<file path="src/rtl/srlatch_pd_sequencer.sv">
// Sequencer for the SR-latch bang-bang phase detector: drives S/R, samples Q,
// emits early/late decisions and tracks dither lock.
module srlatch_pd_sequencer #(
    parameter int PULSE_CYC   = 2,
    parameter int SYNC_STAGES = 2,
    parameter int TIMEOUT_CYC = 1024,
    parameter int LOCK_COUNT  = 16
) (
    input  logic clk,
    input  logic rst,
    input  logic enable,
    input  logic ref_edge,
    input  logic dco_edge,
    input  logic latch_q,
    output logic latch_s,
    output logic latch_r,
    output logic pd_valid,
    output logic pd_lead,
    output logic pd_tie,
    output logic pd_err,
    output logic pd_timeout,
    output logic locked
);

    localparam int TW = (TIMEOUT_CYC > 1) ? $clog2(TIMEOUT_CYC) : 1;
    localparam int LW = $clog2(LOCK_COUNT + 1);
    localparam int CW = $clog2(PULSE_CYC + SYNC_STAGES + 2);

    localparam logic [CW-1:0] PULSE_LAST  = CW'(PULSE_CYC - 1);
    localparam logic [CW-1:0] SETTLE_LAST = CW'(SYNC_STAGES);
    localparam logic [TW-1:0] TO_LAST     = TW'(TIMEOUT_CYC - 1);
    localparam logic [LW-1:0] LOCK_MAX    = LW'(LOCK_COUNT);

    typedef enum logic [2:0] {
        S_CLEAR,
        S_IDLE,
        S_ARM,
        S_PULSE,
        S_WAIT2,
        S_SETTLE,
        S_SAMPLE
    } state_t;

    state_t state, state_n;

    logic [CW-1:0] cnt, cnt_n;
    logic [TW-1:0] tcnt, tcnt_n;
    logic first_ref, first_ref_n;
    logic seen, seen_n;
    logic [SYNC_STAGES-1:0] sync;
    logic q_sync;
    logic opp;

    logic s_n, r_n, valid_n, lead_n, tie_n, err_n, to_n;

    logic [LW-1:0] lcnt;
    logic have_prev, prev_lead;
    logic lock_clr, lock_inc;

    assign q_sync = sync[SYNC_STAGES-1];
    assign opp    = first_ref ? dco_edge : ref_edge;

    always_ff @(posedge clk or posedge rst) begin
        if (rst) begin
            sync <= '0;
        end else begin
            sync <= {sync[SYNC_STAGES-2:0], latch_q};
        end
    end

    always_comb begin
        state_n     = state;
        cnt_n       = cnt + CW'(1);
        tcnt_n      = '0;
        first_ref_n = first_ref;
        seen_n      = seen;
        valid_n     = 1'b0;
        lead_n      = 1'b0;
        tie_n       = 1'b0;
        err_n       = 1'b0;
        to_n        = 1'b0;
        unique case (state)
            S_CLEAR: begin
                // Count only cycles where the reset drive is actually out.
                if (!latch_r) begin
                    cnt_n = '0;
                end else if (cnt == PULSE_LAST) begin
                    state_n = enable ? S_ARM : S_IDLE;
                end
            end
            S_IDLE: begin
                if (enable) state_n = S_ARM;
            end
            S_ARM: begin
                if (!enable) begin
                    state_n = S_IDLE;
                end else if (ref_edge && dco_edge) begin
                    state_n = S_CLEAR;
                    valid_n = 1'b1;
                    tie_n   = 1'b1;
                end else if (ref_edge || dco_edge) begin
                    state_n     = S_PULSE;
                    first_ref_n = ref_edge;
                    seen_n      = 1'b0;
                end
            end
            S_PULSE: begin
                seen_n = seen | opp;
                if (cnt == PULSE_LAST) begin
                    state_n = (seen | opp) ? S_SETTLE : S_WAIT2;
                end
            end
            S_WAIT2: begin
                tcnt_n = tcnt + TW'(1);
                if (opp) begin
                    state_n = S_SETTLE;
                end else if (tcnt == TO_LAST) begin
                    state_n = S_CLEAR;
                    to_n    = 1'b1;
                end
            end
            S_SETTLE: begin
                if (cnt == SETTLE_LAST) begin
                    state_n = S_SAMPLE;
                    valid_n = 1'b1;
                    lead_n  = q_sync;
                    err_n   = (q_sync != first_ref);
                end
            end
            S_SAMPLE: begin
                state_n = S_CLEAR;
            end
            default: begin
                state_n = S_CLEAR;
            end
        endcase
        if (state_n != state) begin
            cnt_n  = '0;
            tcnt_n = '0;
        end
    end

    // Drives follow the next state so they line up with the state register.
    assign s_n = (state_n == S_PULSE) && first_ref_n;
    assign r_n = (state_n == S_CLEAR) ||
                 ((state_n == S_PULSE) && !first_ref_n);

    always_ff @(posedge clk or posedge rst) begin
        if (rst) begin
            state      <= S_CLEAR;
            cnt        <= '0;
            tcnt       <= '0;
            first_ref  <= 1'b0;
            seen       <= 1'b0;
            latch_s    <= 1'b0;
            latch_r    <= 1'b0;
            pd_valid   <= 1'b0;
            pd_lead    <= 1'b0;
            pd_tie     <= 1'b0;
            pd_err     <= 1'b0;
            pd_timeout <= 1'b0;
        end else begin
            state      <= state_n;
            cnt        <= cnt_n;
            tcnt       <= tcnt_n;
            first_ref  <= first_ref_n;
            seen       <= seen_n;
            latch_s    <= s_n;
            latch_r    <= r_n;
            pd_valid   <= valid_n;
            pd_lead    <= lead_n;
            pd_tie     <= tie_n;
            pd_err     <= err_n;
            pd_timeout <= to_n;
        end
    end

    assign lock_clr = pd_timeout |
                      (pd_valid & (pd_err |
                      (!pd_tie & have_prev & (pd_lead == prev_lead))));
    assign lock_inc = pd_valid & !lock_clr;

    always_ff @(posedge clk or posedge rst) begin
        if (rst) begin
            lcnt      <= '0;
            have_prev <= 1'b0;
            prev_lead <= 1'b0;
            locked    <= 1'b0;
        end else begin
            if (lock_clr) begin
                lcnt <= '0;
            end else if (lock_inc && (lcnt != LOCK_MAX)) begin
                lcnt <= lcnt + LW'(1);
            end
            // Ties carry no direction, so they leave the reference untouched.
            if (pd_valid && !pd_tie) begin
                have_prev <= 1'b1;
                prev_lead <= pd_lead;
            end
            locked <= !lock_clr && (lcnt == LOCK_MAX);
        end
    end

endmodule
</file>
<file path="config.mk">
export PLATFORM = sky130hd
export DESIGN_NAME = srlatch_pd_sequencer
export DESIGN_NICKNAME = d
export VERILOG_FILES = /design/src/rtl/srlatch_pd_sequencer.sv
export SDC_FILE = /design/constraint.sdc
export NUM_CORES = 1
export LEC_CHECK = 0
export ABC_CLOCK_PERIOD_IN_PS = 6400
export CAP_MARGIN = 20
export CORE_ASPECT_RATIO = 0.6
export CORE_MARGIN = 3
export CORE_UTILIZATION = 60
export DETAILED_ROUTE_END_ITERATION = 10
export GPL_ROUTABILITY_DRIVEN = 0
export PLACE_DENSITY_LB_ADDON = 0.12
export REMOVE_ABC_BUFFERS = 1
export SLEW_MARGIN = 20
export SYNTH_ARGS = -nofsm -noshare
export SYNTH_HDL_FRONTEND = slang
export SYNTH_SLANG_ARGS = --single-unit
</file>
<file path="constraint.sdc">
create_clock -name clk -period 6.4 [get_ports clk]
set_input_delay 1.28 -clock clk [delete_from_list [all_inputs] [get_ports clk]]
set_output_delay 1.28 -clock clk [all_outputs]
set_load 0.005 [all_outputs]
</file>
==> results_dict.tcl, run 1 <==
set metrics [dict create \
    status "completed" \
    grt_pass1_wl_um 5400 \
    ioPinCount 14 \
    required_ns 6.58 \
    rsz0062_at_grt "no" \
    slew_violations 0 \
    max_freq_mhz 325 \
    critPathMaxFanout 5 \
    cts_setup_buffers 0 \
    clk_pin_slew_ns 0.07 \
    layout_common_cells "35 x dfrtp_1, 23 x nor2_1, 13 x clkdlybuf4s50_1" \
    synth_seq_area_share 0.504 \
    leakagePower_uw 0.000890 \
    drive_gt1_frac 0.0749 \
    tightest_slew_ns 0.449 \
    dpl.hpwl_um 2320 \
    globalRouteOverflowTotal 0 \
    fin_cells 219 \
    drc 0 \
    dr.pass1.iters 4 \
    cts_buffers 5 \
    synth_flop_cell "dfrtp_1" \
    core-area_um2 2630 \
    portBuffers 13 \
    syn_area_per_cell_um2 10.2 \
    fin_worst_skew_ns 0.00365 \
    cts_htree_levels 2 \
    avgRoutedWirePerCell_um 15.0 \
    grt_max_degree 28 \
    via_count 1246 \
    rows 14 \
    power.density_nw_per_um2 327 \
    async_reset_ff_frac 1.00 \
    num_antenna_cells 0 \
    peakVddDrop_v 0.000234 \
    layout_commonest_cell "dfrtp_1" \
    die_area_um2 3600 \
    hp-class "flip-flop to flip-flop" \
    yosys.cell_types.count 44 \
    viasPerCell 5.69 \
    synth_edf_count 0 \
    slew-limit-headroom 0.693 \
    ant_nets 0 \
    grt_usage 0.209 \
    hold_slack_ns 0.360 \
    area_growth_pct 14.0 \
    period_share 0.480 \
    maxCapViolations 0 \
    clk_latency_ns 0.27 \
    die_w_um 75.5 \
    cts_tree "yes" \
    finalCriticalPeriod_ns 3.07 \
    first_iter_violations 72 \
    worstSetupPathType "primary input to flip-flop" \
    critPathArrivalTime_ns 3.25 \
    ys_ff_latch 35 \
    finalSetupViolations 0 \
    hold_viol_final 0 \
    synth_cells 170 \
    cts_resized 0 \
    clock_sink_count 35 \
    routed_wl_um 3290 \
    cp-start-kind "primary input" \
    tns_ns 0 \
    yosysWarnings 0 \
    cts_hold_buf 0 \
    synth_area_um2 1740 \
    dpl.cell_count 212 \
    start_util 0.662 \
    grt_pass1_vias 1197 \
    end_kind "flip-flop" \
    cts_root_buffer "clkbuf_8" \
    final_nets 199 \
    antenna_found_initial 0 \
    chipHeight_um 47.7 \
    clock_path_buffers 2 \
]
flip-flops by register name, summed over array words and instances (netlist names):
name and cells:
cnt 3, first_ref 1, have_prev 1, latch_r 1
latch_s 1, lcnt 5, locked 1, pd_err 1
pd_lead 1, pd_tie 1, pd_timeout 1, pd_valid 1
prev_lead 1, seen 1, state 3, sync 2
tcnt 10
cell usage after synthesis (all sizes together) (2+ instances only):
master | count | share of area
nor2 | 23 | 0.050
or2 | 2 | 0.0086
nand3b | 3 | 0.013
xor2 | 9 | 0.045
mux2i | 2 | 0.012
nand3 | 8 | 0.023
nand2 | 10 | 0.022
and2b | 2 | 0.0086
nand4 | 4 | 0.014
o21ai | 3 | 0.0086
ha | 6 | 0.043
o32ai | 2 | 0.014
nand2b | 2 | 0.0072
and3 | 5 | 0.018
a21oi | 4 | 0.012
and4 | 2 | 0.010
nor2b | 4 | 0.014
xnor2 | 7 | 0.035
inv | 11 | 0.024
buf | 3 | 0.010
dfrtp | 35 | 0.50
nor3 | 4 | 0.012
worst max-delay path, stage by stage:
cell and delay, ns:
clkdlybuf4s50_1 0.49, xnor2_1 0.25, a2111oi_0 0.16, or4_4 0.57, or2_4 0.25, o32ai_2 0.25
stage by stage:
stage / utilization / instance area, um^2 / power, uW / worst slack [ns]
CTS: 0.755 / 1980 / 647 / 3.34
floorplan: - / 1720 / 434 / 3.75
global route: 0.755 / 1980 / 685 / 3.24
detailed placement: 0.721 / 1900 / 486 / 3.08
finish: 0.755 / 1980 / 648 / 3.33
global placement: 0.721 / 1900 / 478 / 3.19
report_power, final:
| group | internal (uW) | switching [uW] | leakage [uW] |
|---|---|---|---|
| clock | 84.4 | 73.0 | 0.0000470 |
| sequential | 252 | 40.7 | 0.000466 |
| combinational | 94.5 | 103 | 0.000377 |
logic make-up (layout without fill, tap and decap cells):
kind of cell               Yosys count  count (layout)  share of synthesized area
adders and majority gates            6               6                     0.0432
muxes                                3               3                     0.0180
and+or+nand+nor                     74              74                      0.226
DFF                                 35              35                      0.504
xor gates and xnor gates            16              16                     0.0806
AOI/OAI and AO/OA                   21              21                     0.0928
buffers and inverters               15              32                     0.0360
layer usage:
metal,up-vias,track usage,share of wire
met5,-,0,0
met2,34,0.307,0.43
met3,6,0.0692,0.051
li1,616,-,-
met4,0,0.0662,0.011
met1,590,0.296,0.51
final cells by class:
| class | count | area (um^2) |
|---|---|---|
| well taps | 32 | 40.0 |
| clock inverters | 1 | 5.00 |
| repair buffers | 14 | 138 |
| clock buffers | 6 | 82.6 |
| multi-input cells | 120 | 801 |
| flip-flops and latches | 35 | 876 |
| fillers | 198 | 644 |
| inverters | 11 | 41.3 |
final timing paths:
check | startpoint | endpoint | slack, ns | cells after the start
worst min register to register | sync[0]$_DFF_PP0_ | sync[1]$_DFF_PP0_ | 0.36 | 0
worst max register to register | state[2]$_DFF_PP0_ | latch_r$_DFF_PP0_ | 4.17 | 5
worst max-delay path | ref_edge | latch_r$_DFF_PP0_ | 3.33 | 6
max in group asynchronous | rst | tcnt[5]$_DFF_PP0_ | 4.48 | 3
worst min-delay path | sync[0]$_DFF_PP0_ | sync[1]$_DFF_PP0_ | 0.36 | 0
min in group asynchronous | rst | seen$_DFFE_PP0P_ | 1.26 | 2
Power figures use the tool's default switching activity.
==> run 2, diff against run 1 <==
--- a/config.mk
+++ b/config.mk
@@ -5,11 +5,11 @@
 export SDC_FILE = /design/constraint.sdc
 export NUM_CORES = 1
 export LEC_CHECK = 0
-export ABC_CLOCK_PERIOD_IN_PS = 6400
+export ABC_CLOCK_PERIOD_IN_PS = 3000
 export CAP_MARGIN = 20
 export CORE_ASPECT_RATIO = 0.6
 export CORE_MARGIN = 3
-export CORE_UTILIZATION = 60
+export CORE_UTILIZATION = 57
 export DETAILED_ROUTE_END_ITERATION = 10
 export GPL_ROUTABILITY_DRIVEN = 0
 export PLACE_DENSITY_LB_ADDON = 0.12
==> constraint.sdc (replaced) <==
create_clock -name clk -period 3 [get_ports clk]
set_input_delay 0.6 -clock clk [delete_from_list [all_inputs] [get_ports clk]]
set_output_delay 0.6 -clock clk [all_outputs]
set_load 0.005 [all_outputs]
==> run 2 against run 1 <==
  * Final area is 2.0% higher
  * Clock skew is 0.0036 ns higher
  * Critical endpoint unchanged
  * Clock power grew to 2.8 times the previous value
  * Sequential cell count stayed put
  * Cell count grew 4.1%
  * Global-route usage is 0.061 points higher
  * Core utilization shrank 0.48 points
  * Critical path type unchanged
  * Sequential power increased by 110%
  * Sequential share of layout area decreased by 0.87 points
  * Wire length up 4.8%
  * Critical path depth unchanged
  * Power rose by 130%
==> results_dict.tcl, run 2 (synthesis results as in run 1) <==
set metrics [dict create \
    slowest_delay_ns 0.53 \
    clk_pin_slew_ns 0.07 \
    grt_max_degree 36 \
    layout_commonest_cell "dfrtp_1" \
    cp-start-kind "primary input" \
    final_nets 199 \
    period_share 0.789 \
    swShare 0.322 \
    crit_family "simple AND/OR/NAND/NOR gates" \
    grt_pass1_wl_um 6080 \
    grt_pass1_vias 1280 \
    globalRouteOverflowTotal 0 \
    largest_register "tcnt" \
    p_sw_uw 479 \
    num_antenna_cells 0 \
    chipHeight_um 48.8 \
    tns_ns 0 \
    largestRegisters "tcnt: 10 flops, lcnt: 5 flops" \
    hold_viol_final 0 \
    first_iter_violations 77 \
    max_freq_mhz 422 \
    status "completed" \
    crit_buf_inv 1 \
    start_util 0.645 \
    required_ns 3.19 \
    dr.pass1.iters 4 \
    hold_slack_ns 0.365 \
    power.density_nw_per_um2 735 \
    cts_resized 0 \
    crit_path_cell_trace "clkdlybuf4s50_1 -> mux2i_1 -> o32ai_1 -> or4_4 -> or2_4 -> o32ai_2" \
    die_w_um 77.3 \
    core-area_um2 2700 \
    grt_usage 0.210 \
    pwr-share-comb 0.288 \
    clock_sink_count 35 \
    drc 0 \
    routed_wl_um 3450 \
    p_seq_frac 0.420 \
    critPathMaxFanout 4 \
    power_uw 1490 \
    slew-limit-headroom 0.704 \
    antenna_found_initial 0 \
    via_count 1315 \
    intPower_uw 1010 \
    peakVddDrop_v 0.000549 \
    finalSetupViolations 0 \
    end_kind "flip-flop" \
    tightest_slew_ns 0.433 \
    cts_root_buffer "clkbuf_8" \
    worstSetupPathType "primary input to flip-flop" \
    rows 14 \
    largest_reg_flops 10 \
    cts_buffers 5 \
    rsz0062_at_grt "no" \
    cts_setup_buffers 0 \
    ant_nets 0 \
    layout_common_cells "35 x dfrtp_1, 23 x nor2_1, 13 x clkdlybuf4s50_1" \
    fin_worst_skew_ns 0.00730 \
    power.share.clock 0.292 \
    critPathArrivalTime_ns 2.56 \
    clk_latency_ns 0.28 \
    cts_htree_levels 2 \
    cts_tree "yes" \
    viasPerCell 5.77 \
    leakagePower_uw 0.000904 \
    hp-class "flip-flop to flip-flop" \
    avgRoutedWirePerCell_um 15.1 \
    die_area_um2 3770 \
    maxCapViolations 0 \
    portBuffers 13 \
    slew_violations 0 \
    cts_hold_buf 0 \
    crit_path_top_delay_cell "or4_4" \
    dpl.hpwl_um 2480 \
    drive_gt1_frac 0.0798 \
    ioPinCount 14 \
    clock_path_buffers 2 \
    area_growth_pct 16.3 \
    finalCriticalPeriod_ns 2.37 \
]
[run 2: changes by cell type in the layout (fill, tap and decap cells not counted)]
cell       change
bufinv_16      +1
[run 2: worst register-to-register path, delay by kind of cell, from the launching register on]
kind               cells  cell delay [ns]
AOI/OAI and AO/OA      2             0.52
DFF                    1             0.52
and+or+nand+nor        3             1.13
[run 2: metal layers]
| metal | part of all wire | routed length, um | track usage |
|---|---|---|---|
| met5 | 0 | 0 | 0 |
| met4 | 0.017 | 59 | 0.0769 |
| met3 | 0.057 | 196 | 0.0609 |
| met2 | 0.45 | 1540 | 0.318 |
| met1 | 0.48 | 1650 | 0.287 |
[run 2: power groups by stage]
stage / Combinational, uW / Sequential [uW] / Clock (uW)
after global placement: 398 / 624 / 0
after global routing: 479 / 635 / 467
after detailed placement: 419 / 630 / 0
final: 427 / 625 / 434
after floorplan: 318 / 607 / 0
after CTS: 426 / 623 / 442
[run 2: metrics by stage]
step | setup WS (ns) | instances | utilization | instance area (um^2)
6_report | 0.632 | 228 | 0.750 | 2020
2_1_floorplan | 0.964 | 166 | - | 1720
5_1_grt | 0.516 | 228 | 0.750 | 2020
3_5_place_dp | 0.362 | 220 | 0.706 | 1910
3_3_place_gp | 0.444 | 220 | 0.706 | 1910
4_1_cts | 0.638 | 228 | 0.750 | 2020
[run 2: final cells by class]
type,count,area [um^2]
clock buffer,6,82.6
clock inverter,2,35.0
fill,202,674
inverter,11,41.3
multi-input combinational,120,801
sequential,35,876
tap,40,50.0
timing repair buffer,14,138
[run 2: path summary, 6_finish.rpt]
path                                     from              endpoint  slack [ns]  depth (start not counted)
min in group asynchronous                 rst     sync[1]$_DFF_PP0_        0.73                          3
min reg2reg                 sync[0]$_DFF_PP0_     sync[1]$_DFF_PP0_        0.36                          0
min                         sync[0]$_DFF_PP0_     sync[1]$_DFF_PP0_        0.36                          0
max                                  dco_edge     latch_r$_DFF_PP0_        0.63                          6
max in group asynchronous                 rst  pd_timeout$_DFF_PP0_        1.96                          3
max reg2reg                state[2]$_DFF_PP0_     latch_r$_DFF_PP0_        0.74                          5
==> run 3, diff against run 2 <==
--- a/config.mk
+++ b/config.mk
@@ -5,7 +5,7 @@
 export SDC_FILE = /design/constraint.sdc
 export NUM_CORES = 1
 export LEC_CHECK = 0
-export ABC_CLOCK_PERIOD_IN_PS = 3000
+export ABC_CLOCK_PERIOD_IN_PS = 2380
 export CAP_MARGIN = 20
 export CORE_ASPECT_RATIO = 0.6
 export CORE_MARGIN = 3
==> constraint.sdc (replaced) <==
create_clock -name clk -period 2.38 [get_ports clk]
set_input_delay 0.476 -clock clk [delete_from_list [all_inputs] [get_ports clk]]
set_output_delay 0.476 -clock clk [all_outputs]
set_load 0.005 [all_outputs]
==> run 3 against run 2 <==
  * Combinational power grew 30%
  * Final area grew 0.99%
  * Global-route usage increased by 0.17 points
  * Critical path type is now flip-flop to flip-flop
  * Clock skew rose by 0.0010 ns
  * Largest power group unchanged
  * Worst hold slack gained 0.0052 ns
  * Cell count grew 2.2%
  * Sequential cell count unchanged
  * Clock power grew 7.1%
  * Non-clock buffer count increased by 5
  * Register-to-register slack worse by 0.59 ns
  * Sequential share of layout area is 0.42 points lower
  * Critical path depth decreased by 1
==> results_dict.tcl, run 3 (synthesis results as in run 1) <==
set metrics [dict create \
    grt_max_degree 36 \
    globalRouteOverflowTotal 0 \
    cts_hold_buf 0 \
    tightest_slew_ns 0.433 \
    period_share 0.935 \
    max_freq_mhz 449 \
    cts_buffers 5 \
    cts_htree_levels 2 \
    layout_commonest_cell "dfrtp_1" \
    clk_pin_slew_ns 0.07 \
    dpl_cell_area_um2 1940 \
    ant_nets 0 \
    dr.pass1.iters 4 \
    chipHeight_um 48.8 \
    critPathMaxFanout 13 \
    clk_latency_ns 0.28 \
    cp-start-kind "flip-flop" \
    largestRegisters "tcnt: 10 flops, lcnt: 5 flops" \
    largest_reg_flops 10 \
    die_area_um2 3770 \
    antenna_found_initial 0 \
    die_w_um 77.3 \
    core-area_um2 2700 \
    finalCriticalPeriod_ns 2.23 \
    area_growth_pct 17.5 \
    via_count 1307 \
    power.density_nw_per_um2 884 \
    viasPerCell 5.61 \
    ioPinCount 14 \
    hp-class "flip-flop to flip-flop" \
    routed_wl_um 3470 \
    rsz0062_at_grt "no" \
    peakVddDrop_v 0.000669 \
    drc 0 \
    fin_worst_skew_ns 0.00831 \
    worstSetupPathType "flip-flop to flip-flop" \
    regArea_um2 876 \
    num_antenna_cells 0 \
    required_ns 2.58 \
    grt_pass1_wl_um 6080 \
    first_iter_violations 31 \
    drive_gt1_frac 0.0984 \
    fin_area_um2 2040 \
    end_kind "flip-flop" \
    final_nets 204 \
    dp_slack_ns -0.0421 \
    largest_register "tcnt" \
    layout_common_cells "35 x dfrtp_1, 23 x nor2_1, 13 x clkdlybuf4s50_1" \
    critPathArrivalTime_ns 2.42 \
    clock_sink_count 35 \
    maxCapViolations 0 \
    cts_setup_buffers 0 \
    start_util 0.645 \
    grt_usage 0.211 \
    portBuffers 13 \
    grt_pass1_vias 1296 \
    fin_ws_ns 0.155 \
    cts_tree "yes" \
    slew_violations 0 \
    multi_input_area_um2 801 \
    hold_viol_final 0 \
    clock_path_buffers 2 \
    slew-limit-headroom 0.711 \
    hold_slack_ns 0.370 \
    status "completed" \
    num-fill-cells 200 \
    rows 14 \
    dpl.hpwl_um 2580 \
    leakagePower_uw 0.000919 \
    cts_resized 0 \
    finalSetupViolations 0 \
    avgRoutedWirePerCell_um 14.9 \
    cts_root_buffer "clkbuf_8" \
]
==> run 3: power by group <==
part           total, uW  leakage [uW]  internal, uW  switching [uW]
clock                465     0.0000515           264             201
sequential           786      0.000466           678             109
combinational        555      0.000402           276             279
total               1810      0.000919          1220             588
==> run 3: layout make-up <==
type | count | area share
flip-flops and latches | 35 | 0.429
multi-input cells | 120 | 0.392
repair buffers | 19 | 0.0857
clock buffers | 8 | 0.0490
well taps | 40 | 0.0245
inverters | 11 | 0.0202
==> run 3: worst paths after layout <==
kind	to	cells past startpoint	slack [ns]	startpoint
worst max-delay path	latch_r$_DFF_PP0_	5	0.15	state[2]$_DFF_PP0_
worst min-delay path	sync[1]$_DFF_PP0_	0	0.37	sync[0]$_DFF_PP0_
worst max register to register	latch_r$_DFF_PP0_	5	0.15	state[2]$_DFF_PP0_
worst min register to register	sync[1]$_DFF_PP0_	0	0.37	sync[0]$_DFF_PP0_
max in group asynchronous	tcnt[5]$_DFF_PP0_	3	1.48	rst
min in group asynchronous	lcnt[1]$_DFFE_PP0P_	3	0.59	rst
==> run 3: routing by layer <==
layer | global-route usage | vias up | wire, um
li1 | - | 629 | -
met1 | 0.285 | 618 | 1670
met2 | 0.311 | 45 | 1490
met3 | 0.0664 | 15 | 214
met4 | 0.101 | 0 | 102
met5 | 0 | - | 0
==> run 3: worst max-delay path, stage by stage (launching register included) <==
cell and delay (ns):
dfrtp_1 0.52, and2b_1 0.30, o221a_1 0.27, or4_4 0.55, or2_4 0.25, o32ai_2 0.24
==> run 3: metrics by stage <==
| stage | utilization | cells | setup TNS [ns] | power, uW |
|---|---|---|---|---|
| 3_3_place_gp | 0.720 | 225 | -0.0215 | 1310 |
| 6_report | 0.757 | 233 | 0 | 1810 |
| 5_1_grt | 0.757 | 233 | 0 | 1940 |
| 2_1_floorplan | - | 166 | 0 | 1170 |
| 4_1_cts | 0.757 | 233 | 0 | 1820 |
| 3_5_place_dp | 0.720 | 225 | -0.0587 | 1340 |
